### src/rtl/leve_pkg.sv
// Shared definitions for the trap/mret CSR sequencer: FSM states, CSR addresses,
// mstatus bit positions and the CSR command encoding driven onto CMD.
// Latency: n/a (declarations only). Backpressure: n/a.
package leve_pkg;

  // Sequencer states: T_* walk the trap-entry CSR updates, R_* the mret path.
  typedef enum logic [3:0] {
    IDLE    = 4'd0,
    T_EPC   = 4'd1,
    T_CAUSE = 4'd2,
    T_TVAL  = 4'd3,
    T_STAT  = 4'd4,
    T_VEC   = 4'd5,
    R_STAT  = 4'd6,
    R_EPC   = 4'd7,
    DONE    = 4'd8
  } state_e;

  // Command presented to the CSR file alongside CSR_A / CSR_WD.
  typedef enum logic [1:0] {
    CSR_NONE  = 2'd0,
    CSR_SET   = 2'd1,
    CSR_CLEAR = 2'd2,
    CSR_WRITE = 2'd3
  } csr_cmd_e;

  localparam logic [11:0] CSR_MSTATUS = 12'h300;
  localparam logic [11:0] CSR_MTVEC   = 12'h305;
  localparam logic [11:0] CSR_MEPC    = 12'h341;
  localparam logic [11:0] CSR_MCAUSE  = 12'h342;
  localparam logic [11:0] CSR_MTVAL   = 12'h343;

  localparam int MSTATUS_MIE    = 3;
  localparam int MSTATUS_MPIE   = 7;
  localparam int MSTATUS_MPP_LO = 11;
  localparam int MSTATUS_MPP_HI = 12;

endpackage

### src/rtl/leve_trap_vec.sv
// Trap target computation from mtvec and the latched mcause value.
// Latency: purely combinational. Backpressure: none.
// Optional macro LEVE_TRAP_VECTORED_EN enables vectored mode for interrupts;
// without it mtvec[1:0] is ignored and the target is always the base.
// Ports: mtvec_i (mtvec read data), cause_i (latched mcause), target_o (fetch target).
module leve_trap_vec #(
  parameter int XLEN = 64
) (
  input  logic [XLEN-1:0] mtvec_i,
  input  logic [XLEN-1:0] cause_i,
  output logic [XLEN-1:0] target_o
);

  logic [XLEN-1:0] base;
  assign base = {mtvec_i[XLEN-1:2], 2'b00};

`ifdef LEVE_TRAP_VECTORED_EN
  logic            unused_cause;
  logic [XLEN-1:0] offset;

  // Only the low six cause bits select a vector slot; the sum wraps naturally.
  assign offset       = {{(XLEN-8){1'b0}}, cause_i[5:0], 2'b00};
  assign unused_cause = ^cause_i[XLEN-2:6];

  always_comb begin
    target_o = base;
    if (mtvec_i[1:0] == 2'b01 && cause_i[XLEN-1]) begin
      target_o = base + offset;
    end
  end
`else
  logic unused_mode;
  assign unused_mode = ^{mtvec_i[1:0], cause_i};
  assign target_o    = base;
`endif

endmodule

### src/rtl/leve_trap_seq.sv
// Trap-entry / mret sequencer: walks mepc, mcause, mtval, mstatus and mtvec
// through the CSR port, one CSR per cycle, then pulses a fetch redirect.
// Latency: trap REDIRECT_VALID 6 cycles after acceptance (state DONE), mret 3.
// Backpressure: REQ_READY only in IDLE; requests arriving while BUSY are not
// accepted and must be held by the requester.
// Optional macro LEVE_TRAP_VECTORED_EN: vectored interrupt targets (see leve_trap_vec).
// Ports:
//   CLK, RST            clock, synchronous active-high reset
//   EXC_VALID/CAUSE/PC/TVAL  trap request and its mcause/pc/mtval payload
//   MRET_VALID          mret request
//   REQ_READY, BUSY     idle / sequencing status
//   CMD, CSR_A, CSR_WD  CSR file command, address, write data
//   CSR_RD              combinational CSR read data for CSR_A
//   REDIRECT_VALID/PC   one-cycle fetch redirect and its target
module leve_trap_seq
  import leve_pkg::*;
#(
  parameter int XLEN = 64
) (
  input  logic            CLK,
  input  logic            RST,
  input  logic            EXC_VALID,
  input  logic [XLEN-1:0] EXC_CAUSE,
  input  logic [XLEN-1:0] EXC_PC,
  input  logic [XLEN-1:0] EXC_TVAL,
  input  logic            MRET_VALID,
  output logic            REQ_READY,
  output logic [1:0]      CMD,
  output logic [11:0]     CSR_A,
  output logic [XLEN-1:0] CSR_WD,
  input  logic [XLEN-1:0] CSR_RD,
  output logic            REDIRECT_VALID,
  output logic [XLEN-1:0] REDIRECT_PC,
  output logic            BUSY
);

  state_e          state_q, state_d;
  logic [XLEN-1:0] pc_q, pc_d;
  logic [XLEN-1:0] cause_q, cause_d;
  logic [XLEN-1:0] tval_q, tval_d;
  logic [XLEN-1:0] redir_pc_q, redir_pc_d;
  logic [XLEN-1:0] vec_target;

  // mepc is always written with bit 0 cleared, so the latched LSB is never read.
  logic unused_pc_lsb;
  assign unused_pc_lsb = pc_q[0];

  // mtvec is on CSR_RD while in T_VEC; cause comes from the latched request.
  leve_trap_vec #(
    .XLEN(XLEN)
  ) u_vec (
    .mtvec_i (CSR_RD),
    .cause_i (cause_q),
    .target_o(vec_target)
  );

  always_ff @(posedge CLK) begin
    if (RST) begin
      state_q    <= IDLE;
      pc_q       <= '0;
      cause_q    <= '0;
      tval_q     <= '0;
      redir_pc_q <= '0;
    end else begin
      state_q    <= state_d;
      pc_q       <= pc_d;
      cause_q    <= cause_d;
      tval_q     <= tval_d;
      redir_pc_q <= redir_pc_d;
    end
  end

  always_comb begin
    state_d    = state_q;
    pc_d       = pc_q;
    cause_d    = cause_q;
    tval_d     = tval_q;
    redir_pc_d = redir_pc_q;
    CMD        = CSR_NONE;
    CSR_A      = '0;
    CSR_WD     = '0;

    case (state_q)
      IDLE: begin
        // A trap outranks a simultaneous mret; the mret stays pending upstream.
        if (EXC_VALID) begin
          pc_d    = EXC_PC;
          cause_d = EXC_CAUSE;
          tval_d  = EXC_TVAL;
          state_d = T_EPC;
        end else if (MRET_VALID) begin
          state_d = R_STAT;
        end
      end
      T_EPC: begin
        CMD     = CSR_WRITE;
        CSR_A   = CSR_MEPC;
        CSR_WD  = {pc_q[XLEN-1:1], 1'b0};
        state_d = T_CAUSE;
      end
      T_CAUSE: begin
        CMD     = CSR_WRITE;
        CSR_A   = CSR_MCAUSE;
        CSR_WD  = cause_q;
        state_d = T_TVAL;
      end
      T_TVAL: begin
        CMD     = CSR_WRITE;
        CSR_A   = CSR_MTVAL;
        CSR_WD  = tval_q;
        state_d = T_STAT;
      end
      T_STAT: begin
        // Read-modify-write of mstatus: stash MIE into MPIE, disable, enter M-mode.
        CMD                                   = CSR_WRITE;
        CSR_A                                 = CSR_MSTATUS;
        CSR_WD                                = CSR_RD;
        CSR_WD[MSTATUS_MPIE]                  = CSR_RD[MSTATUS_MIE];
        CSR_WD[MSTATUS_MIE]                   = 1'b0;
        CSR_WD[MSTATUS_MPP_HI:MSTATUS_MPP_LO] = 2'b11;
        state_d                               = T_VEC;
      end
      T_VEC: begin
        CSR_A      = CSR_MTVEC;
        redir_pc_d = vec_target;
        state_d    = DONE;
      end
      R_STAT: begin
        // Restore MIE from MPIE, set MPIE, drop MPP to U.
        CMD                                   = CSR_WRITE;
        CSR_A                                 = CSR_MSTATUS;
        CSR_WD                                = CSR_RD;
        CSR_WD[MSTATUS_MIE]                   = CSR_RD[MSTATUS_MPIE];
        CSR_WD[MSTATUS_MPIE]                  = 1'b1;
        CSR_WD[MSTATUS_MPP_HI:MSTATUS_MPP_LO] = 2'b00;
        state_d                               = R_EPC;
      end
      R_EPC: begin
        CSR_A      = CSR_MEPC;
        redir_pc_d = {CSR_RD[XLEN-1:1], 1'b0};
        state_d    = DONE;
      end
      DONE: begin
        state_d = IDLE;
      end
      default: begin
        state_d = IDLE;
      end
    endcase
  end

  assign REQ_READY      = (state_q == IDLE);
  assign BUSY           = (state_q != IDLE);
  assign REDIRECT_VALID = (state_q == DONE);
  assign REDIRECT_PC    = redir_pc_q;

endmodule
### config.mk
export PLATFORM = sky130hd
export DESIGN_NAME = leve_trap_seq
export DESIGN_NICKNAME = d
export VERILOG_FILES = /design/src/rtl/leve_pkg.sv /design/src/rtl/leve_trap_vec.sv /design/src/rtl/leve_trap_seq.sv
export SDC_FILE = /design/constraint.sdc
export NUM_CORES = 1
export LEC_CHECK = 0
export CORE_ASPECT_RATIO = 1.75
export CORE_MARGIN = 4
export CORE_UTILIZATION = 40
export DETAILED_ROUTE_END_ITERATION = 6
export GPL_TIMING_DRIVEN = 0
export PLACE_DENSITY_LB_ADDON = 0.05
export SYNTH_ARGS = -nofsm -noshare
export SYNTH_HDL_FRONTEND = slang
export SYNTH_SLANG_ARGS = --single-unit
### constraint.sdc
create_clock -name CLK -period 2 [get_ports CLK]
set_input_delay 0.4 -clock CLK [delete_from_list [all_inputs] [get_ports CLK]]
set_output_delay 0.4 -clock CLK [all_outputs]
set_load 0.01 [all_outputs]
# After elaboration in Yosys (flattened, before gate mapping)
# Index checks and enable logic that the tools add are counted.
dict set report totals {
  regBits 260
  latch_bits 0
  mem_bits_rw 0
  mem_bits_ro 0
  input_bits 260
  out_inout_bits 145
  elab_cells 29
  mem_count 0
}
dict set report classes {
  addsub 0
  multipliers 0
  n_div 0
  n_lt_le_gt_ge 0
  n_eq_ne 9
  shifts 0
  mux 7
  bitwise 0
  n_reduce_logical 8
}
# cell n
set op_table {}
lappend op_table {{$pmux W64 S5} 1}
lappend op_table {{$pmux W64 S2} 1}
lappend op_table {{$pmux W10 S5} 1}
lappend op_table {{$pmux W4 S7} 1}
lappend op_table {{$eq A4 B3 Y1 const B} 4}
lappend op_table {{$eq A4 B2 Y1 const B} 2}
lappend op_table {{$mux W4} 2}
lappend op_table {{$reduce_or A2 Y1} 3}
lappend op_table {{$reduce_or A5 Y1} 1}
lappend op_table {{$eq A4 B1 Y1 const B} 1}
lappend op_table {{$eq A4 B4 Y1 const B} 1}
lappend op_table {{$logic_not A4 Y1} 1}
lappend op_table {{$reduce_bool A4 Y1} 1}
lappend op_table {{$ne A3 B3 Y1 const B} 1}
lappend op_table {{$mux W2} 1}
lappend op_table {{$reduce_and A2 Y1} 1}
lappend op_table {{$reduce_bool A2 Y1} 1}

# Depth between registers and ports, before layout
# Gate-level depths: netlist of the first run.
dict set report depth {
  word_depth 3
  depth_mapped 7
}

# Hierarchy
# A second synthesis of the first run with hierarchy kept.
dict set report hier_totals {
  cells_unflattened 1505
  area_unflattened_um2 12248.0
}
# module n_inst cells_per_inst area_each_um2
set by_module_without_submodules {}
lappend by_module_without_submodules {leve_trap_seq 1 1440 11763.8}
lappend by_module_without_submodules {leve_trap_vec 1 65 484.2}

# Worst setup path before layout of the first run
# OpenSTA, ideal clock, no wires.
dict set report synth_path {
  kind {flip-flop to output port}
  start {register state_q[0]}
  end {output port CMD[1]}
  t_arrival_ns 1.462
  setup_slack_ns 0.138
  path_stages_with_launch 6
  path_buffers 3
  cell_sequence {dfxtp_1 -> buf_4 -> clkbuf_1 -> nor3_1 -> a211oi_1 -> buf_4}
}
dict set report synth_via {
  elab_chain_len 3
  elab_cells_between_ends 7
}
# item line_no
set synth_lines {}
lappend synth_lines {{start: declaration} leve_trap_seq.sv:37} ;# state_e state_q, state_d;
lappend synth_lines {{start signal: assignment} leve_trap_seq.sv:65} ;# state_q <= state_d;
lappend synth_lines {{$eq A4 B3 Y1, or another cell as far along} leve_trap_seq.sv:83} ;# case (state_q)
lappend synth_lines {{$reduce_or A5 Y1 (no line) *} --}
lappend synth_lines {{$mux W2 *} leve_trap_seq.sv:83}
lappend synth_lines {{end: declaration} leve_trap_seq.sv:28} ;# output logic [1:0] CMD,
# Every way passes the cells marked *; elsewhere a longest branch is shown, timed or not.

# Worst setup path in the final report of the first run
dict set report layout_path {
  start {register state_q[0]}
  end {output port CSR_WD[35]}
}
dict set report layout_via {
  elab_chain_len 2
  elab_cells_between_ends 6
}
# item line_no
set layout_lines {}
lappend layout_lines {{$eq A4 B3 Y1, or another cell as far along} leve_trap_seq.sv:83}
lappend layout_lines {{$pmux W64 S5 *} leve_trap_seq.sv:83}
lappend layout_lines {{end: declaration} leve_trap_seq.sv:30} ;# output logic [XLEN-1:0] CSR_WD,
# Marks and branches as above.

==> reports/qor.yml, run 1 <==
outcome:
  run_status: "complete, but fails checks"
  violations: "negative setup slack"
sta:
  hold_slack_ns: 0.268
  slew_headroom: 0.325
  setup_violations: 72
  fmax_ghz: 0.393
  rsz0062_at_grt: "yes"
  worst_pin_slew_ns: 1.01
  worst_slack_ns: -0.543
  drv_slew: 0
  hold_viol: 0
  clock_skew_ns: 0.00662
  layout_min_cycle_time_ns: 2.54
  fin_crit_sh: 1.27
logic_synthesis:
  synth_compound_area_frac: 0.314
  ys_seq_elements: 258
  synthAdderAreaFrac: 0
  ys_top_cells_by_count: "260 x a21oi_1, 258 x dfxtp_1, 205 x o21ai_0"
  synth-xor-area-share: 0
  synth_top_family_by_area: "compound AO/OA/AOI/OAI gates"
  synth_mux_area_frac: 0.00403
  synth_area_um2: 11200
  synth_ff_type: "dfxtp_1"
  yosys.area.top_type: "dfxtp_1"
  yosysMostFrequentCell: "a21oi_1"
  yosysSeqAreaShare: 0.462
  synthTopCellsByArea: "dfxtp_1 46%, a21oi_1 12%, o21ai_0 9.2%"
  synth_simple_gate_area_frac: 0.145
  yosysWarnings: 0
  yosysTopAreaCellShare: 0.462
  ys_async_sr_fraction: 0
  syn_area_per_cell_um2: 7.81
  synth_edf_count: 0
  synth_cells: 1430
  synth_cell_type_count: 35
global_routing:
  grt_usage: 0.331
  antenna_found_initial: 5
  grt_start_max_net_pins: 19
  grt_pass1_vias: 13025
  overflow: 0
  grt_pass1_wl_mm: 77.9
power_and_ir_drop:
  seq_power_share: 0.358
  swShare: 0.330
  max-vdd-ir-drop_v: 0.000758
  leakagePower_uw: 0.00605
  p_int_uw: 11000
  p_sw_uw: 5420
  clkPwrFrac: 0.333
  p_comb_frac: 0.308
  power.density_nw_per_um2: 947
clock_tree:
  cts_tree: "yes"
  cts_made_buffers: 26
  path_clk_slew_ns: 0.06
  htree_levels: 1
  cts_max_path_buffers: 3
  root_buffer: "clkbuf_16"
  clkSinkCount: 258
  worstSkewPairLatency_ns: 0.54
cells_and_area:
  seqCellArea_um2: 5170
  layout-drive-gt1-share: 0.179
  fill_cells: 2592
  fin_area_um2: 17300
  final_cell_count_no_fill: 2277
  multiInputGateArea_um2: 5660
  final_nets: 2144
  area_growth_syn_to_layout_pct: 55.1
detailed_routing:
  routed.top_layer: "met5"
  vias_per_cell: 5.70
  drt.antenna.violating_nets: 0
  drt-total-wl_mm: 53.3
  vias: 12979
  drc_errors: 0
  wl_met3_mm: 3.86
  drtPass1Iterations: 5
  wl_per_cell_um: 23.4
  drt-initial-drc-count: 947
  wl_met1_mm: 17.9
  wl_met2_mm: 26.8
worst_setup_path:
  ff2ff_setup_slack_ns: 0.06
  crit_type: "reg -> out"
  cp_max_fo: 8
  crit_arrival_ns: 2.14
  critPathRequiredTime_ns: 1.60
  cp-start-kind: "flip-flop"
  endpoint_kind: "output pin"
placed_design:
  hpwlAfterDp_mm: 40.6
  placed_area_um2: 15600
  dp.cells: 2199
  gp_routability_congestion: 0.922
  port_buffers: 394
flow_run:
  maxCapViolCount: 0
floorplan:
  die_y_um: 229
  design.core.area_um2: 27400
  floorplan.die_area_um2: 30800
  io_pins: 405
  die_w_um: 134
  start_util: 0.407
  row_count: 80
hold_path:
  hp-class: "in -> reg"
==> placed cells by master (no fill, tap or decap), types with 2 or more instances in the layout <==
cell type,synthesis,routed
clkdlybuf4s50_1,0,319
a21oi_2,0,3
clkbuf_4,0,12
clkbuf_16,0,28
nor2_1,8,5
a22oi_1,119,61
buf_6,0,25
a31oi_1,2,2
clkinvlp_4,0,5
clkbuf_1,116,79
o21ai_2,0,12
diode_2,0,4
clkbuf_2,0,10
bufinv_16,0,5
nand2_1,129,129
and3b_1,2,2
a22oi_2,0,58
a21oi_1,260,257
buf_4,28,61
nor2_4,0,3
mux2_2,4,3
buf_8,0,9
nor2b_1,5,3
nor3b_4,0,2
nand3_1,192,192
buf_12,0,7
clkinv_2,0,5
dfxtp_2,0,3
o21ai_0,205,135
o21ai_1,46,104
dfxtp_1,258,254
buf_1,7,6
buf_2,27,68
conb_1,1,7
clkbuf_8,0,6
==> power by group through the flow <==
| stage | clock (uW) | sequential (uW) | combinational (uW) |
|---|---|---|---|
| floorplan | 0 | 5880 | 2260 |
| global placement | 0 | 5930 | 4420 |
| detailed placement | 0 | 5950 | 4460 |
| CTS | 5510 | 5870 | 4990 |
| global route | 5710 | 5920 | 5410 |
| finish | 5470 | 5880 | 5060 |
==> through the flow <==
stage                util  TNS, ns  worst slack [ns]  total power (uW)
detailed placement  0.569   -96.57             -1.04             10400
global route        0.632   -34.88            -0.622             17000
CTS                 0.632   -36.13            -0.642             16400
finish              0.632   -30.17            -0.543             16400
floorplan               -        0             0.138              8140
global placement    0.569   -85.74             -1.03             10400
==> repair_timing <==
item,4_1_cts,5_1_grt
hold buffers,0,0
gates resized for setup,586,85
endpoints found under the setup margin,75,254
gates cloned,4,0
setup buffers,26,7
pin swaps,19,23
==> cell families (layout without fill, tap and decap cells) <==
group	after synthesis	count (layout)
AO/OA/AOI/OAI	638	638
AND/OR/NAND/NOR	348	348
flip-flops	258	258
buffers and inverters	181	649
multiplexers	4	4
other	1	11
==> final timing paths <==
kind / from / to / cells past startpoint
worst max-delay path: state_q[0] / CSR_WD[35] / 7
worst min-delay path: RST / state_q[2] / 3
worst max register to register: state_q[1] / cause_q[12] / 8
worst min register to register: REDIRECT_PC[10] / REDIRECT_PC[10] / 2
==> critical path, stage by stage (launching register included) <==
cell and delay (ns):
dfxtp_2 0.34, buf_6 0.13, nor4bb_4 0.15, buf_8 0.16, buf_8 0.14, a22oi_2 0.35
o21ai_1 0.16, buf_2 0.17
==> area by class of cell <==
cell class	count	area share
clock inverters	16	0.0128
flip-flops and latches	258	0.299
clock buffers	32	0.0424
repair buffers	427	0.231
plain buffers	171	0.0612
well taps	369	0.0266
multi-input cells	997	0.326
diodes	4	0.000578
inverters	3	0.000794
==> flip-flops by register name (all words and copies together), names as in the netlist <==
name,cells
pc_q,63
state_q,4
cause_q,64
REDIRECT_PC,63
tval_q,64
==> per-layer routing <==
metal | track usage | vias up
met1 | 0.345 | 6115
met3 | 0.0617 | 161
met4 | 0.254 | 2
met5 | 0 | -
met2 | 0.577 | 636
li1 | - | 6065
(Power assumes the default switching activity.)
==> run 2: changes to the inputs <==
- CORE_UTILIZATION: 40 -> 39
==> reports/qor.yml, run 2 (synthesis results as in run 1) <==
floorplan:
  die_y_um: 232
  io_pins: 405
  row_count: 81
  start_util: 0.398
  die_w_um: 136
  design.core.area_um2: 28100
  floorplan.die_area_um2: 31500
outcome:
  run_status: "complete, but fails checks"
  violations: "negative setup slack"
detailed_routing:
  wl_met2_mm: 27.2
  drc_errors: 0
  drt-initial-drc-count: 898
  drtPass1Iterations: 5
  drt-total-wl_mm: 54.1
  wl_per_cell_um: 23.6
  routed.top_layer: "met5"
  vias_per_cell: 5.65
  vias: 12954
  drt.antenna.violating_nets: 0
  wl_met1_mm: 18.7
  wl_met3_mm: 3.81
clock_tree:
  worstSkewPairLatency_ns: 0.55
  root_buffer: "clkbuf_16"
  clkSinkCount: 258
  cts_made_buffers: 26
  htree_levels: 1
  path_clk_slew_ns: 0.07
  cts_tree: "yes"
  cts_max_path_buffers: 3
  hold_buffers: 0
cells_and_area:
  layout-drive-gt1-share: 0.199
  reg.largest.list: "cause_q (64), tval_q (64)"
  seqCellArea_um2: 5170
  area_growth_syn_to_layout_pct: 57.6
  final_common_cell: "clkdlybuf4s50_1"
  final_cell_mix: "319 x clkdlybuf4s50_1, 256 x a21oi_1, 255 x dfxtp_1"
  multiInputGateArea_um2: 5800
  fill_cells: 2626
  final_cell_count_no_fill: 2293
  final_util: 0.627
  final_nets: 2153
worst_setup_path:
  critPathRequiredTime_ns: 1.60
  cp-start-kind: "flip-flop"
  crit_arrival_ns: 2.27
  endpoint_kind: "output pin"
  cp_max_fo: 5
  crit_type: "reg -> out"
power_and_ir_drop:
  seq_power_share: 0.364
  clkPwrFrac: 0.314
  power.density_nw_per_um2: 919
  swShare: 0.338
  max-vdd-ir-drop_v: 0.000787
  p_comb_frac: 0.322
  leakagePower_uw: 0.00615
  p_int_uw: 10700
  p_sw_uw: 5470
global_routing:
  grt_usage: 0.324
  grt_pass1_wl_mm: 77.1
  grt_start_max_net_pins: 17
  antenna_found_initial: 8
  overflow: 0
  grt_pass1_vias: 13022
sta:
  setup_violations: 72
  layout_min_cycle_time_ns: 2.67
  fmax_ghz: 0.375
  drv_slew: 0
  clock_skew_ns: 0.0112
  fin_crit_sh: 1.33
  rsz0062_at_grt: "yes"
  fin_tns_setup_ns: -35.03
  worst_pin_slew_ns: 0.965
  slew_headroom: 0.357
  hold_viol: 0
  worst_slack_ns: -0.670
placed_design:
  gp_routability_congestion: 0.941
  dp.cells: 2203
  hpwlAfterDp_mm: 40.8
  port_buffers: 394
flow_run:
  maxCapViolCount: 0
hold_path:
  hp-class: "in -> reg"
[run 2: cell count changes in the layout (fill, tap and decap cells not counted), sizes merged]
cell | previous run | this run
clkinv | 6 | 11
buf | 176 | 184
clkinvlp | 5 | 2
diode | 4 | 7
clkbuf | 135 | 137
bufinv | 5 | 2
[run 2: path summary, 6_finish.rpt]
path,from,end,slack (ns),cells past startpoint
max,state_q[0],CSR_WD[39],-0.67,8
min reg2reg,REDIRECT_PC[23],REDIRECT_PC[23],0.46,2
min,RST,state_q[2],0.30,3
max reg2reg,state_q[0],tval_q[32],0.02,9
[run 2: power by group through the flow]
stage                     clock network (uW)  logic, uW  registers, uW
final                                   5080       5220           5890
after global routing                    5300       5550           5930
after global placement                     0       4430           5940
after floorplan                            0       2260           5880
after detailed placement                   0       4450           5960
after CTS                               5120       4890           5870
[run 2: metrics by stage]
| stage | instance area (um^2) | total power (uW) | hold slack (ns) | setup WS [ns] |
|---|---|---|---|---|
| 3_5_place_dp | 15600 | 10400 | 0.446 | -1.03 |
| 3_3_place_gp | 15600 | 10400 | 0.442 | -0.984 |
| 6_report | 17600 | 16200 | 0.298 | -0.670 |
| 4_1_cts | 17200 | 15900 | 0.277 | -0.647 |
| 5_1_grt | 17600 | 16800 | 0.305 | -0.668 |
| 2_1_floorplan | 11200 | 8140 | 0.450 | 0.138 |
[run 2: area by class of cell]
class                   count  area share
multi-input cells         997       0.329
repair buffers            433       0.233
plain buffers             174      0.0661
flip-flops and latches    258       0.294
well taps                 373      0.0265
clock buffers              33      0.0419
inverters                   3    0.000782
clock inverters            15     0.00760
diodes                      7    0.000995
[run 2: worst max-delay path, stage by stage, from the launching register on]
cell and delay, ns:
dfxtp_2 0.33, buf_6 0.12, nor4bb_4 0.16, buf_4 0.15, buf_12 0.14, buf_12 0.13, a22oi_2 0.37, o21ai_1 0.15
buf_2 0.17
[run 2: what timing repair did]
item                                   4_1_cts  5_1_grt
resized for setup                          557      183
cloned                                       5        2
endpoints found under the hold margin        0        0
setup endpoints to repair                   75      245
pin swaps                                   31       38
buffers inserted                            21       14
[run 2: layer usage]
metal,vias up,global-route usage
met3,153,0.0570
met5,-,0
li1,6074,-
met2,588,0.575
met1,6137,0.342
met4,2,0.227
